**src/rtl/dht11_poll_ctrl.sv**
```systemverilog
// Purpose: periodic / on-demand poll sequencer for a DHT11 reader (IDLE -> KICK -> WAIT).
// Latency: poll every PERIOD_CYC cycles or one cycle after trig; results one cycle after rdr_ready.
// Backpressure: none; one trig arriving while busy is queued, any further trigs are dropped.
module dht11_poll_ctrl #(
  parameter int PERIOD_CYC  = 50_000_000,
  parameter int TIMEOUT_CYC = 40_000_000,
  parameter int RST_CYC     = 16,
  parameter int MAX_RETRY   = 3
) (
  input  logic       clk,
  input  logic       rst,
  input  logic       enable,
  input  logic       trig,
  output logic       rdr_rst,
  input  logic       rdr_ready,
  input  logic [7:0] rdr_temp,
  output logic [7:0] temp,
  output logic       valid,
  output logic       new_data,
  output logic       err,
  output logic [7:0] err_cnt,
  output logic       busy
);

  localparam int PW = $clog2(PERIOD_CYC + 1);
  localparam int KW = $clog2(RST_CYC + 1);
  localparam int TW = $clog2(TIMEOUT_CYC + 1);
  localparam int RW = (MAX_RETRY < 1) ? 1 : $clog2(MAX_RETRY + 1);

  localparam logic [PW-1:0] PER_LAST   = PW'(PERIOD_CYC - 1);
  localparam logic [KW-1:0] KICK_LAST  = KW'(RST_CYC - 1);
  localparam logic [TW-1:0] TO_LAST    = TW'(TIMEOUT_CYC - 1);
  localparam logic [RW-1:0] RETRY_LAST = RW'(MAX_RETRY);

  typedef enum logic [1:0] {IDLE, KICK, WAIT} state_t;

  state_t        state, state_nxt;
  logic [PW-1:0] period_cnt;
  logic [KW-1:0] kick_cnt;
  logic [TW-1:0] to_cnt;
  logic [RW-1:0] retry_cnt;
  logic          pending;

  logic start;      // leave IDLE this cycle
  logic kick_done;  // last KICK cycle
  logic rd_ok;      // frame accepted this cycle
  logic tmo;        // WAIT expired without a frame
  logic retry_more; // a timeout still has retries left

  // The reader is held in reset everywhere except WAIT, so it stays parked between polls.
  assign rdr_rst = (state != WAIT);
  assign busy    = (state != IDLE);

  // State register.
  always_ff @(posedge clk or posedge rst) begin
    if (rst) state <= IDLE;
    else     state <= state_nxt;
  end

  // Next-state and per-cycle event decode; rdr_ready takes priority over a timeout.
  always_comb begin
    state_nxt  = state;
    start      = 1'b0;
    kick_done  = 1'b0;
    rd_ok      = 1'b0;
    tmo        = 1'b0;
    retry_more = (retry_cnt < RETRY_LAST);
    case (state)
      IDLE: begin
        if (trig || pending || (enable && (period_cnt == PER_LAST))) begin
          start     = 1'b1;
          state_nxt = KICK;
        end
      end
      KICK: begin
        if (kick_cnt == KICK_LAST) begin
          kick_done = 1'b1;
          state_nxt = WAIT;
        end
      end
      WAIT: begin
        if (rdr_ready) begin
          rd_ok     = 1'b1;
          state_nxt = IDLE;
        end else if (to_cnt == TO_LAST) begin
          tmo       = 1'b1;
          state_nxt = retry_more ? KICK : IDLE;
        end
      end
      default: state_nxt = IDLE;
    endcase
  end

  // Period counter: runs only in IDLE with enable, so every return to IDLE restarts the full period.
  always_ff @(posedge clk or posedge rst) begin
    if (rst)                                     period_cnt <= '0;
    else if ((state != IDLE) || start || !enable) period_cnt <= '0;
    else                                         period_cnt <= period_cnt + 1'b1;
  end

  // KICK length and WAIT timeout counters; both sit at zero outside their own state.
  always_ff @(posedge clk or posedge rst) begin
    if (rst) begin
      kick_cnt <= '0;
      to_cnt   <= '0;
    end else begin
      kick_cnt <= ((state == KICK) && !kick_done) ? kick_cnt + 1'b1 : '0;
      to_cnt   <= ((state == WAIT) && (state_nxt == WAIT)) ? to_cnt + 1'b1 : '0;
    end
  end

  // Retry bookkeeping and the single-entry request queue.
  always_ff @(posedge clk or posedge rst) begin
    if (rst) begin
      retry_cnt <= '0;
      pending   <= 1'b0;
    end else begin
      if (rd_ok || (tmo && !retry_more)) retry_cnt <= '0;
      else if (tmo)                      retry_cnt <= retry_cnt + 1'b1;
      // In IDLE a pending request always starts a transaction, so it is consumed there.
      if (state == IDLE) pending <= 1'b0;
      else if (trig)     pending <= 1'b1;
    end
  end

  // Result registers and status pulses; a failed poll leaves temp/valid untouched.
  always_ff @(posedge clk or posedge rst) begin
    if (rst) begin
      temp     <= '0;
      valid    <= 1'b0;
      new_data <= 1'b0;
      err      <= 1'b0;
      err_cnt  <= '0;
    end else begin
      new_data <= rd_ok;
      err      <= tmo && !retry_more;
      if (rd_ok) begin
        temp  <= rdr_temp;
        valid <= 1'b1;
      end
      if (tmo && (err_cnt != 8'hFF)) err_cnt <= err_cnt + 1'b1;
    end
  end

endmodule

```
**config.mk**
```make
export PLATFORM = sky130hd
export DESIGN_NAME = dht11_poll_ctrl
export DESIGN_NICKNAME = d
export VERILOG_FILES = /design/src/rtl/dht11_poll_ctrl.sv
export SDC_FILE = /design/constraint.sdc
export NUM_CORES = 1
export LEC_CHECK = 0
export ABC_CLOCK_PERIOD_IN_PS = 4700
export BUFFER_PORTS_ARGS = -buffer_cell sky130_fd_sc_hd__buf_2
export CAP_MARGIN = 5
export CELL_PAD_IN_SITES_DETAIL_PLACEMENT = 1
export CELL_PAD_IN_SITES_GLOBAL_PLACEMENT = 2
export CORE_MARGIN = 1
export CORE_UTILIZATION = 41
export CTS_CLUSTER_DIAMETER = 60
export DETAILED_ROUTE_END_ITERATION = 12
export PLACE_DENSITY = 0.86
export SETUP_SLACK_MARGIN = 0.1
export SLEW_MARGIN = 10
export SYNTH_ARGS = -nofsm -noshare
export SYNTH_HDL_FRONTEND = slang
export SYNTH_SLANG_ARGS = --single-unit
```
**constraint.sdc**
```tcl
create_clock -name clk -period 4.7 [get_ports clk]
set_clock_uncertainty 0.2 [all_clocks]
set_input_delay 0.94 -clock clk [delete_from_list [all_inputs] [get_ports clk]]
set_output_delay 0.94 -clock clk [all_outputs]
set_load 0.03 [all_outputs]
```
==> summary.txt, run 1 <==
Status
  – Run status: complete, no violations

Cells and area
  – Number of cells in the finished layout apart from fillers: 578
  – Ratio of cells with drive above 1 in the final layout: 13.6%
  – Most common library cell in the layout ignoring fill and taps: sky130_fd_sc_hd__dfrtp_1
  – Commonest non-fill, non-tap cells in the layout: sky130_fd_sc_hd__dfrtp_1, sky130_fd_sc_hd__nand2_1, sky130_fd_sc_hd__nor2_1
  – Footprint of the multi-input gates: 1850 um2
  – Antenna diode count: 0
  – Register area: 2030 um2
  – FILL cells: 1122
  – Number of nets in the layout: 463
  – Post-route cell area: 4440 um2
  – Layout overhead on the synthesized area: 10.6%

Yosys
  – Mean Syn Cell Area: 9.58 um2
  – Mapped Area: 4010 um2
  – Instance count of the mapped netlist: 419
  – Number of library cell types mapped by synthesis: 40
  – Seq cells post-synth: 81
  – Synth warnings: 0
  – Portion of the post-synthesis area used by sequential elements: roughly 51%
  – Number of nets produced by synthesis: 438

Pwr
  – Switch share: 28.8%
  – Switching Power: 0.397 mW
  – Leakage: 1.85 nW
  – Final Total Pwr: 1.38 mW
  – Clock group share of total power: 34.4%
  – Internal power contribution: 0.982 mW
  – Sequential fraction of design power: 55.0%
  – Peak VDD IR: 0.124 mV
  – Fraction of power consumed by combinational cells: 10.6%
  – Pwr Density: 311 nW/um2

Routing
  – Vias after detailed routing: 3236
  – DRC marker count from the first detailed-route iteration: 98
  – Detailed-route vias per instance: 5.60
  – DR DRC count: 0
  – Routed Wire Length: 9290 um
  – Avg WL per Cell: 16.1 um
  – Number of detailed-route iterations in the first pass: 4
  – Antenna viol nets, final: 0

Floorplan
  – Die outline height: 101 um
  – Num rows: 35
  – Initial cell density of the core: a little over two fifths
  – Top-level I/O count: 34
  – Die area: 10200 um2
  – Horizontal extent of the die: 101 um
  – Core Area: 9370 um2

Clock network
  – # H-tree levels: 3
  – CTS tree: yes
  – Clock sink total: 81
  – Clock latency of the later-clocked register in the worst-skew pair: 0.36 ns
  – Root buffer cell: sky130_fd_sc_hd__clkbuf_8
  – Total setup buffers inserted after CTS: 0
  – Total of hold buffers inserted after clock tree synthesis: 0
  – Number of cells upsized or downsized after cts: 0
  – CTS Buf Count: 9
  – Clock buffer depth: 2
  – Clock-pin slew reported for the worst setup and hold paths after clock tree synthesis: 0.10 ns

Setup path
  – Cell-by-cell listing of the critical path: nor4b_1, nand4_1, o21bai_2, a22oi_1
  – Worst-case reg-to-reg path depth: 4
  – Flop2flop setup slack: 1.85 ns
  – Setup crit start kind: flip-flop
  – Maximum fanout encountered on the critical timing path: 27
  – Signal arrival time at the worst endpoint: 2.81 ns
  – Required time reported for the critical path endpoint: 4.66 ns
  – Critical path class: flip-flop to flip-flop
  – Worst setup EP type: flip-flop
  – Peak per-stage delay on the critical path: 1.00 ns
  – Critical Path Slowest Stage Cell: sky130_fd_sc_hd__o21bai_2

Global route
  – Overflow after GRT: 0
  – Tot GR Track Use: 20.4%
  – Pin count of the biggest net entering global routing: 48
  – First-pass GRT wire length: approximately 16000 um
  – Vias in the first global route: 3409
  – Initial antenna violation count: 0

Timing
  – Unrepaired setup endpoints after global routing: no
  – Final critical path time including I/O delays and setup: 2.85 ns
  – Final Slew Violations: 0
  – Final-report setup violation count: 0
  – Slew of the pin with the lowest slew margin: between 1 and 1.5 ns
  – Period utilisation layout: 60.6%
  – Worst hold margin: 0.253 ns
  – Number of endpoints with negative hold slack in the final report: 0
  – Setup Total Neg Slack: 0 ns
  – Headroom to the max-slew limit: a little over a fifth
  – Max Clock Freq: 351 MHz

Placement
  – Final HPWL DP: 6520 um
  – Final RePlAce weighted congestion: between 0.7 and 0.8
  – Number of cells in the design after placement: 562
  – Area post-placement: 4260 um2
  – Count of input and output buffers: 33

Worst hold path
  – Number of instances on the worst hold path: 1
  – Kind of path behind the tightest hold check: flip-flop to flip-flop

Job
  – Maximum Capacitance Violations: 0
[cells in the mapped netlist (all sizes together)]
cell type   n  area share (%)
or3b        1            0.22
xor2       18             3.9
or2         1            0.16
nor2b       1            0.16
nand2b      3            0.47
and2        5            0.78
nor4       10             1.9
a21oi      27             3.4
xnor2      10             2.2
o31ai       9             1.7
o211ai      2            0.37
nand4b      1            0.22
o21bai      1            0.28
nand4bb     1            0.28
buf         6            0.90
dfrtp      81              51
nor2       36             3.4
and4       10             2.2
or4        14             2.6
nand4      22             3.6
a31oi       4            0.62
ha          6             1.9
or3        17             2.7
clkbuf     14             1.3
nand3      22             2.7
a22oi       1            0.19
a21o        1            0.19
and3        6            0.94
a21boi      1            0.19
inv        13             1.2
mux2        3            0.84
nand2      44             4.1
or4b        1            0.25
nor4b       4            0.87
o21ai      18             2.2
nor3        5            0.62
[state kept, by name, summed over array words and instances (netlist names)]
signal and flops:
err_cnt 8, period_cnt 26, pending 1, state 2
retry_cnt 2, valid 1, temp 8, err 1
kick_cnt 5, new_data 1, to_cnt 26
[stage by stage]
| stage | util, % | setup slack [ns] |
|---|---|---|
| after detailed placement | 45.4 | 1.84 |
| after global routing | 47.4 | 1.51 |
| after floorplan | - | 1.48 |
| after CTS | 47.4 | 1.81 |
| after global placement | 45.4 | 1.95 |
| final | 47.4 | 1.85 |
[cell type report]
type,count,share of cell area (%)
Multi-Input combinational cell,305,41.6
Clock buffer,9,2.79
Sequential cell,81,45.7
Timing Repair Buffer,34,3.89
Tap cell,129,3.64
Clock inverter,7,1.24
Inverter,13,1.13
[kinds of logic (layout without fill, tap and decap cells)]
kind of cell | after synthesis | after routing | share of synthesized area (%)
simple gates | 204 | 204 | 28.1
mux | 3 | 3 | 0.842
buf+inv | 33 | 63 | 3.43
compound gates | 64 | 64 | 9.14
xor+xnor | 28 | 28 | 6.11
fa+ha+maj | 6 | 6 | 1.87
flops | 81 | 81 | 50.5
[path summary, 6_finish.rpt]
check                              start             to
max                            to_cnt[9]       state[1]
min                        period_cnt[0]  period_cnt[0]
max reg2reg                    to_cnt[9]       state[1]
min reg2reg                period_cnt[0]  period_cnt[0]
max in group asynchronous            rst     to_cnt[10]
min in group asynchronous            rst  period_cnt[4]
[critical path: cells and delay by family (launching register included)]
kind,cells,cell delay [ns]
compound gates,2,1.15
simple gates,2,0.81
flops,1,0.49
[power groups by stage]
stage                     Combinational, mW  Sequential, mW  Clock, mW
after floorplan                      0.0800           0.792          0
after global routing                  0.166           0.764      0.515
after global placement                0.137           0.771          0
after detailed placement              0.149           0.773          0
after CTS                             0.150           0.759      0.494
final                                 0.146           0.759      0.475
[layer usage]
layer	up-vias	global-route usage [%]	wire [um]
met3	11	3.19	213
met4	0	7.80	125
li1	1565	-	-
met5	-	0	0
met2	43	34.9	4610
met1	1617	25.9	4350
No activity file was read; power rests on OpenSTA's default activity.
==> inputs of run 2 (changes only) <==
ABC_AREA = 1   (was unset)
ABC_CLOCK_PERIOD_IN_PS = 2700   (was 4700)
CORE_UTILIZATION = 35   (was 41)
PLACE_DENSITY = 0.81   (was 0.86)
clock period = 2.7 ns   (was 4.7 ns; I/O delays follow)
==> run 2 against run 1 <==
- count of clock-buffer cells in the layout is 2 higher
- combinational power grew 130%
- final cell count increased by 42%
- sequential share of layout area decreased by 6.4 points
- register-to-register slack lost 1.4 ns
- global-route usage decreased by 0.51 points
- area after synthesis grew 11%
- non-clock buffer count grew 2
- final area grew 16%
- die area increased by 29%
- fmax increased by 29%
- critical endpoint is now period_cnt[23]
- largest power group is now the clock network
==> summary.txt, run 2 <==
Status
  – Run status: complete, no violations

Global route
  – Pin count of the biggest net entering global routing: 82
  – Met1 Use GR: approximately 27%
  – Initial antenna violation count: 0
  – Met3 Use GR: 3.06%
  – Routing layer with the top usage in global route: met2
  – Met2 routing resource usage after global routing: 32.3%
  – Tot GR Track Use: 19.9%
  – First-pass GRT wire length: around 20000 um
  – Overflow after GRT: 0
  – Vias in the first global route: 4037

Pwr
  – Pwr Density: 604 nW/um2
  – Final Total Pwr: 3.12 mW
  – Peak VDD IR: 0.280 mV
  – Leakage: between 2 and 2.5 nW

Placement
  – Final HPWL DP: 8840 um
  – Post-Place Setup Slack: 0.283 ns
  – Count of input and output buffers: 33
  – Final RePlAce weighted congestion: 0.797

Timing
  – Worst hold margin: about 0.11 ns
  – Setup Total Neg Slack: 0 ns
  – Final Slew Violations: 0
  – Setup ws final: 0.495 ns
  – Max Clock Freq: 453 MHz
  – Unrepaired setup endpoints after global routing: no
  – Slew of the pin with the lowest slew margin: 0.487 ns
  – Headroom to the max-slew limit: 67.4%
  – Final-report setup violation count: 0
  – Number of endpoints with negative hold slack in the final report: 0
  – Period utilisation layout: between 80% and 90%
  – Final critical path time including I/O delays and setup: 2.21 ns

Yosys
  – Number of library cell types mapped by synthesis: 28
  – Leading area contributor after synthesis: sky130_fd_sc_hd__dfrtp_1
  – Async SR Flop Fraction: 100%
  – Portion of the post-synthesis area used by sequential elements: 45.5%
  – Number of nets produced by synthesis: between 600 and 700
  – Top cells by area, synth: sky130_fd_sc_hd__dfrtp_1, sky130_fd_sc_hd__nand2_1, sky130_fd_sc_hd__nor2_1
  – Mapped Area: 4450 um2
  – Instance count of the mapped netlist: between 600 and 700
  – Top cell type's share of synthesized area: a little under half
  – Prevailing post-synth register cell: sky130_fd_sc_hd__dfrtp_1
  – Top cell types by occurrence after synthesis: sky130_fd_sc_hd__nand2_1, sky130_fd_sc_hd__nor2_1, sky130_fd_sc_hd__dfrtp_1, sky130_fd_sc_hd__inv_1, sky130_fd_sc_hd__nand3_1
  – Synth warnings: 0
  – Most numerous cell in the Yosys netlist: sky130_fd_sc_hd__nand2_1
  – Seq cells post-synth: 81
  – Number of flops mapped to enable cells by yosys: 0
  – Mean Syn Cell Area: 7.31 um2

Cells and area
  – Layout overhead on the synthesized area: 16.0%
  – Number of nets in the layout: 670
  – Commonest non-fill, non-tap cells in the layout: sky130_fd_sc_hd__nand2_1, sky130_fd_sc_hd__nor2_1, sky130_fd_sc_hd__dfrtp_1
  – Ratio of cells with drive above 1 in the final layout: under 10%
  – Most common library cell in the layout ignoring fill and taps: sky130_fd_sc_hd__nand2_1
  – Final standard cell utilization of the core: 42.3%
  – Antenna diode count: 0
  – Biggest regs: period_cnt: 26 flops, to_cnt: 26 flops

Routing
  – Vias after detailed routing: roughly 3900
  – Antenna viol nets, final: 0
  – DRC marker count from the first detailed-route iteration: 165
  – DR DRC count: 0
  – Detailed-route vias per instance: ~4.7
  – Avg WL per Cell: 14.3 um
  – Routed Wire Length: 11800 um
  – Number of detailed-route iterations in the first pass: 4

Setup path
  – Signal arrival time at the worst endpoint: 2.22 ns
  – Setup crit start kind: flip-flop
  – Maximum fanout encountered on the critical timing path: 26
  – Flop2flop setup slack: ~0.49 ns
  – Worst-case reg-to-reg path depth: 8
  – Worst setup EP type: flip-flop
  – Critical path class: flip-flop to flip-flop
  – Origin of the critical flop-to-flop path: period_cnt[0]
  – Required time reported for the critical path endpoint: between 2 and 3 ns
  – Worst reg2reg path endpoint: period_cnt[23]

Clock network
  – Clock sink total: a little over 80
  – Root buffer cell: sky130_fd_sc_hd__clkbuf_16
  – # H-tree levels: 3
  – Clock-pin slew reported for the worst setup and hold paths after clock tree synthesis: 0.06 ns
  – Number of cells upsized or downsized after cts: 0
  – CTS Buf Count: 9
  – Total setup buffers inserted after CTS: 0
  – CTS tree: yes
  – Total of hold buffers inserted after clock tree synthesis: 0
  – Clock latency of the later-clocked register in the worst-skew pair: around 0.35 ns
  – Clock buffer depth: 2

Floorplan
  – Top-level I/O count: 34
  – Core Area: 12200 um2
  – Die outline height: 115 um
  – Die area: 13200 um2
  – Initial cell density of the core: 36.4%
  – Horizontal extent of the die: between 100 and 150 um
  – Num rows: 40

Worst hold path
  – Kind of path behind the tightest hold check: input pin to async pin

Job
  – Maximum Capacitance Violations: 0
## run 2: layer usage
metal  vias up  share of wire, %  routed length (um)
met2        31                48                5610
met3        15               2.0                 234
li1       1954                 -                   -
met5         -                 0                   0
met1      1867                49                5740
met4         0               1.7                 204
## run 2: worst max-delay path by stage
| stage | to | startpoint | depth (start not counted) |
|---|---|---|---|
| after floorplan | state[1] | to_cnt[0] | 7 |
| after global placement | period_cnt[20] | period_cnt[0] | 8 |
| after detailed placement | period_cnt[20] | period_cnt[0] | 8 |
| after CTS | period_cnt[23] | period_cnt[0] | 8 |
| after global routing | period_cnt[23] | period_cnt[0] | 8 |
| final | period_cnt[23] | period_cnt[0] | 8 |
## run 2: final cells by class
class                   instances  area [um2]
multi-input cells             456        2140
fillers                      1601        7050
clock buffers                  11         243
inverters                      67         255
repair buffers                 36         200
flip-flops and latches         81        2030
clock inverters                 3        90.1
well taps                     168         210
## run 2: logic make-up after synthesis
family,count (synthesis),share of synthesized area (%)
AND/OR/NAND/NOR,406,37.8
adder cells (fa/ha/maj),6,1.69
AO/OA/AOI/OAI,6,0.928
XOR/XNOR,38,7.48
buffers and inverters,72,6.61
flip-flops,81,45.5
## run 2: power by group
group / switching (mW) / total, mW / internal, mW
logic: 0.233 / 0.343 / 0.110
clock network: 0.502 / 1.42 / 0.920
registers: 0.0514 / 1.35 / 1.30
## run 2: critical path, cell delays in order (launching register included)
cell                       delay [ns]
sky130_fd_sc_hd__dfrtp_1         0.43
sky130_fd_sc_hd__ha_1            0.21
sky130_fd_sc_hd__nand2_1         0.07
sky130_fd_sc_hd__nor2_2          0.16
sky130_fd_sc_hd__nand2_1         0.14
sky130_fd_sc_hd__nor2_1          0.17
sky130_fd_sc_hd__nand4_1         0.23
sky130_fd_sc_hd__nand3b_4        0.37
sky130_fd_sc_hd__nor2_1          0.10
## run 2: stage by stage
stage,area (um2),cells
2_1_floorplan,4450,609
3_3_place_gp,4820,808
3_5_place_dp,4820,808
4_1_cts,5150,822
5_1_grt,5160,822
6_report,5160,822
==> inputs of run 3 (changes only) <==
ABC_CLOCK_PERIOD_IN_PS = 2000   (was 2700)
CORE_UTILIZATION = 31   (was 35)
PLACE_DENSITY = 0.76   (was 0.81)
clock period = 2 ns   (was 2.7 ns; I/O delays follow)
==> run 3 against run 2 <==
- register-to-register slack got worse by 0.34 ns
- flip-flop and latch count did not move
- global-route usage fell by 2.6 points
- core utilization fell by 3.1 points
- final cell count rose by 4.3%
==> summary.txt, run 3 (synthesis results as in run 2) <==
Status
  – Run status: complete, no violations

Timing
  – Setup ws final: 0.152 ns
  – Headroom to the max-slew limit: 65.7%
  – Final-report setup violation count: 0
  – Final critical path time including I/O delays and setup: 1.85 ns
  – Final Slew Violations: 0
  – Period utilisation layout: 92.4%
  – Setup Total Neg Slack: 0 ns
  – Max Clock Freq: between 500 and 600 MHz
  – Number of endpoints with negative hold slack in the final report: 0
  – Unrepaired setup endpoints after global routing: yes
  – Slew of the pin with the lowest slew margin: slightly above 0.5 ns

Floorplan
  – Horizontal extent of the die: 122 um
  – Top-level I/O count: 34
  – Die outline height: 122 um
  – Num rows: 43
  – Die area: between 10000 and 15000 um2
  – Core Area: 13900 um2
  – Initial cell density of the core: 31.9%

Setup path
  – Cell with the most instances on the worst path: sky130_fd_sc_hd__nor2_1
  – Buffering stage count on the worst path with inverters included: 1
  – Largest delay contributor family on the critical path: simple AND/OR/NAND/NOR gates
  – Setup crit start kind: flip-flop
  – Critical path class: flip-flop to flip-flop
  – Origin of the critical flop-to-flop path: period_cnt[0]
  – Worst setup EP type: flip-flop
  – Flop2flop setup slack: roughly 0.15 ns
  – Required time reported for the critical path endpoint: between 2 and 2.5 ns
  – Peak per-stage delay on the critical path: 0.40 ns
  – Critical Path Slowest Stage Cell: sky130_fd_sc_hd__dfrtp_1
  – Worst reg2reg path endpoint: period_cnt[4]
  – Maximum fanout encountered on the critical timing path: 7
  – Worst-case reg-to-reg path depth: 9
  – Signal arrival time at the worst endpoint: between 1.5 and 2 ns
  – Cell-by-cell listing of the critical path: ha_4, nand2_1, nor2_2, nand2_2, nor2_1, nand4_1, nand3b_4, clkbuf_16, nor2_1

Routing
  – Antenna viol nets, final: 0
  – Avg WL per Cell: ~14 um
  – Routed Wire Length: 12100 um
  – DR DRC count: 0
  – Top Metal Used: met4
  – Routed metal-1 wirelength: 5920 um
  – Routed met2 length: approximately 5800 um
  – DRC marker count from the first detailed-route iteration: 116
  – Detailed-route vias per instance: 4.60
  – Vias after detailed routing: approximately 3900
  – Met3 wire length: 200 um
  – Number of detailed-route iterations in the first pass: 4

Pwr
  – Switching Power: 1.15 mW
  – Leakage: approximately 2.4 nW
  – Pwr Density: 742 nW/um2
  – Internal power contribution: 2.90 mW
  – Peak VDD IR: 0.410 mV
  – Switch share: 28.3%
  – Clock group share of total power: ~43%
  – Sequential fraction of design power: 45.0%
  – Fraction of power consumed by combinational cells: roughly 12%

Cells and area
  – Number of nets in the layout: 691
  – Most common library cell in the layout ignoring fill and taps: sky130_fd_sc_hd__nand2_1
  – FILL cells: 1718
  – Ratio of cells with drive above 1 in the final layout: 14.9%
  – Footprint of the multi-input gates: around 2200 um2
  – Post-route cell area: between 5000 and 6000 um2
  – Register area: between 2000 and 2500 um2
  – Layout overhead on the synthesized area: 22.6%
  – Biggest regs: period_cnt: 26 flops, to_cnt: 26 flops
  – Commonest non-fill, non-tap cells in the layout: sky130_fd_sc_hd__nand2_1, sky130_fd_sc_hd__nor2_1, sky130_fd_sc_hd__dfrtp_1
  – Antenna diode count: 0

Worst hold path
  – Hold path start: rdr_temp[2]
  – Number of instances on the worst hold path: 3
  – Kind of path behind the tightest hold check: input pin to flip-flop
  – Worst Hold Path EP: temp[2]

Clock network
  – Clock buffer depth: 2
  – CTS Buf Count: 9
  – Clock latency of the later-clocked register in the worst-skew pair: 0.35 ns
  – CTS tree: yes
  – Root buffer cell: sky130_fd_sc_hd__clkbuf_16
  – # H-tree levels: 3
  – Clock-pin slew reported for the worst setup and hold paths after clock tree synthesis: about 0.070 ns
  – Clock sink total: 81

Placement
  – Area post-placement: 4930 um2
  – Post-Place Setup Slack: 0.0547 ns
  – Count of input and output buffers: 33
  – Final RePlAce weighted congestion: 0.797
  – Final HPWL DP: a little under 9000 um

Job
  – Maximum Capacitance Violations: 0

Global route
  – Vias in the first global route: 4082
  – Tot GR Track Use: 17.3%
  – Overflow after GRT: 0
  – First-pass GRT wire length: approximately 20000 um
  – Pin count of the biggest net entering global routing: 82
  – Initial antenna violation count: 0
-- run 3: area by class of cell --
| type | count | share of cell area, % |
|---|---|---|
| multi-input cells | 456 | 40.7 |
| flip-flops and latches | 81 | 37.2 |
| repair buffers | 57 | 7.73 |
| inverters | 67 | 4.72 |
| clock buffers | 9 | 4.13 |
| well taps | 180 | 4.13 |
| clock inverters | 7 | 1.44 |
-- run 3: worst register-to-register path: stages (launching register included) --
cell and delay, ns:
sky130_fd_sc_hd__dfrtp_1 0.40, sky130_fd_sc_hd__ha_4 0.16, sky130_fd_sc_hd__nand2_1 0.07, sky130_fd_sc_hd__nor2_2 0.15, sky130_fd_sc_hd__nand2_2 0.07, sky130_fd_sc_hd__nor2_1 0.12
sky130_fd_sc_hd__nand4_1 0.18, sky130_fd_sc_hd__nand3b_4 0.18, sky130_fd_sc_hd__clkbuf_16 0.17, sky130_fd_sc_hd__nor2_1 0.04
-- run 3: worst max path at each step --
stage	startpoint	endpoint	slack [ns]	cells after the start
2_1_floorplan	to_cnt[0]	state[1]	0.15	7
3_3_place_gp	to_cnt[1]	err_cnt[3]	0.11	8
3_5_place_dp	to_cnt[1]	err_cnt[0]	0.05	8
4_1_cts	to_cnt[1]	err_cnt[6]	0.10	9
5_1_grt	period_cnt[1]	period_cnt[15]	0.01	9
6_report	period_cnt[0]	period_cnt[4]	0.15	9
-- run 3: what timing repair did --
item / in CTS / in global routing
endpoints found under the setup margin: 10 / 37
pin swaps: 1 / 8
cloned: 0 / 2
hold endpoints to repair: 5 / 0
hold buffers: 1 / 0
gates resized for setup: 2 / 26
setup buffers: 3 / 7
-- run 3: metrics by stage --
step | instances | power [mW] | utilization, % | hold WS (ns)
after floorplan | 609 | 2.18 | - | 0.233
after global placement | 828 | 2.31 | 35.4 | 0.249
after detailed placement | 828 | 2.34 | 35.4 | 0.254
after CTS | 848 | 4.09 | 37.9 | 0.0369
after global routing | 857 | 4.23 | 39.2 | 0.0535
final | 857 | 4.05 | 39.2 | 0.0471
-- run 3: power by group through the flow --
stage / clock (mW) / combinational (mW) / sequential (mW)
after floorplan: 0 / 0.244 / 1.93
after global placement: 0 / 0.468 / 1.85
after detailed placement: 0 / 0.487 / 1.85
after CTS: 1.77 / 0.492 / 1.82
after global routing: 1.84 / 0.558 / 1.83
final: 1.73 / 0.492 / 1.82
-- run 3: layer usage --
layer  up-vias  GRT usage [%]
met1      1897           23.3
li1       1996              -
met4         0           7.18
met5         -              0
met2        35           27.9
met3        10           2.11
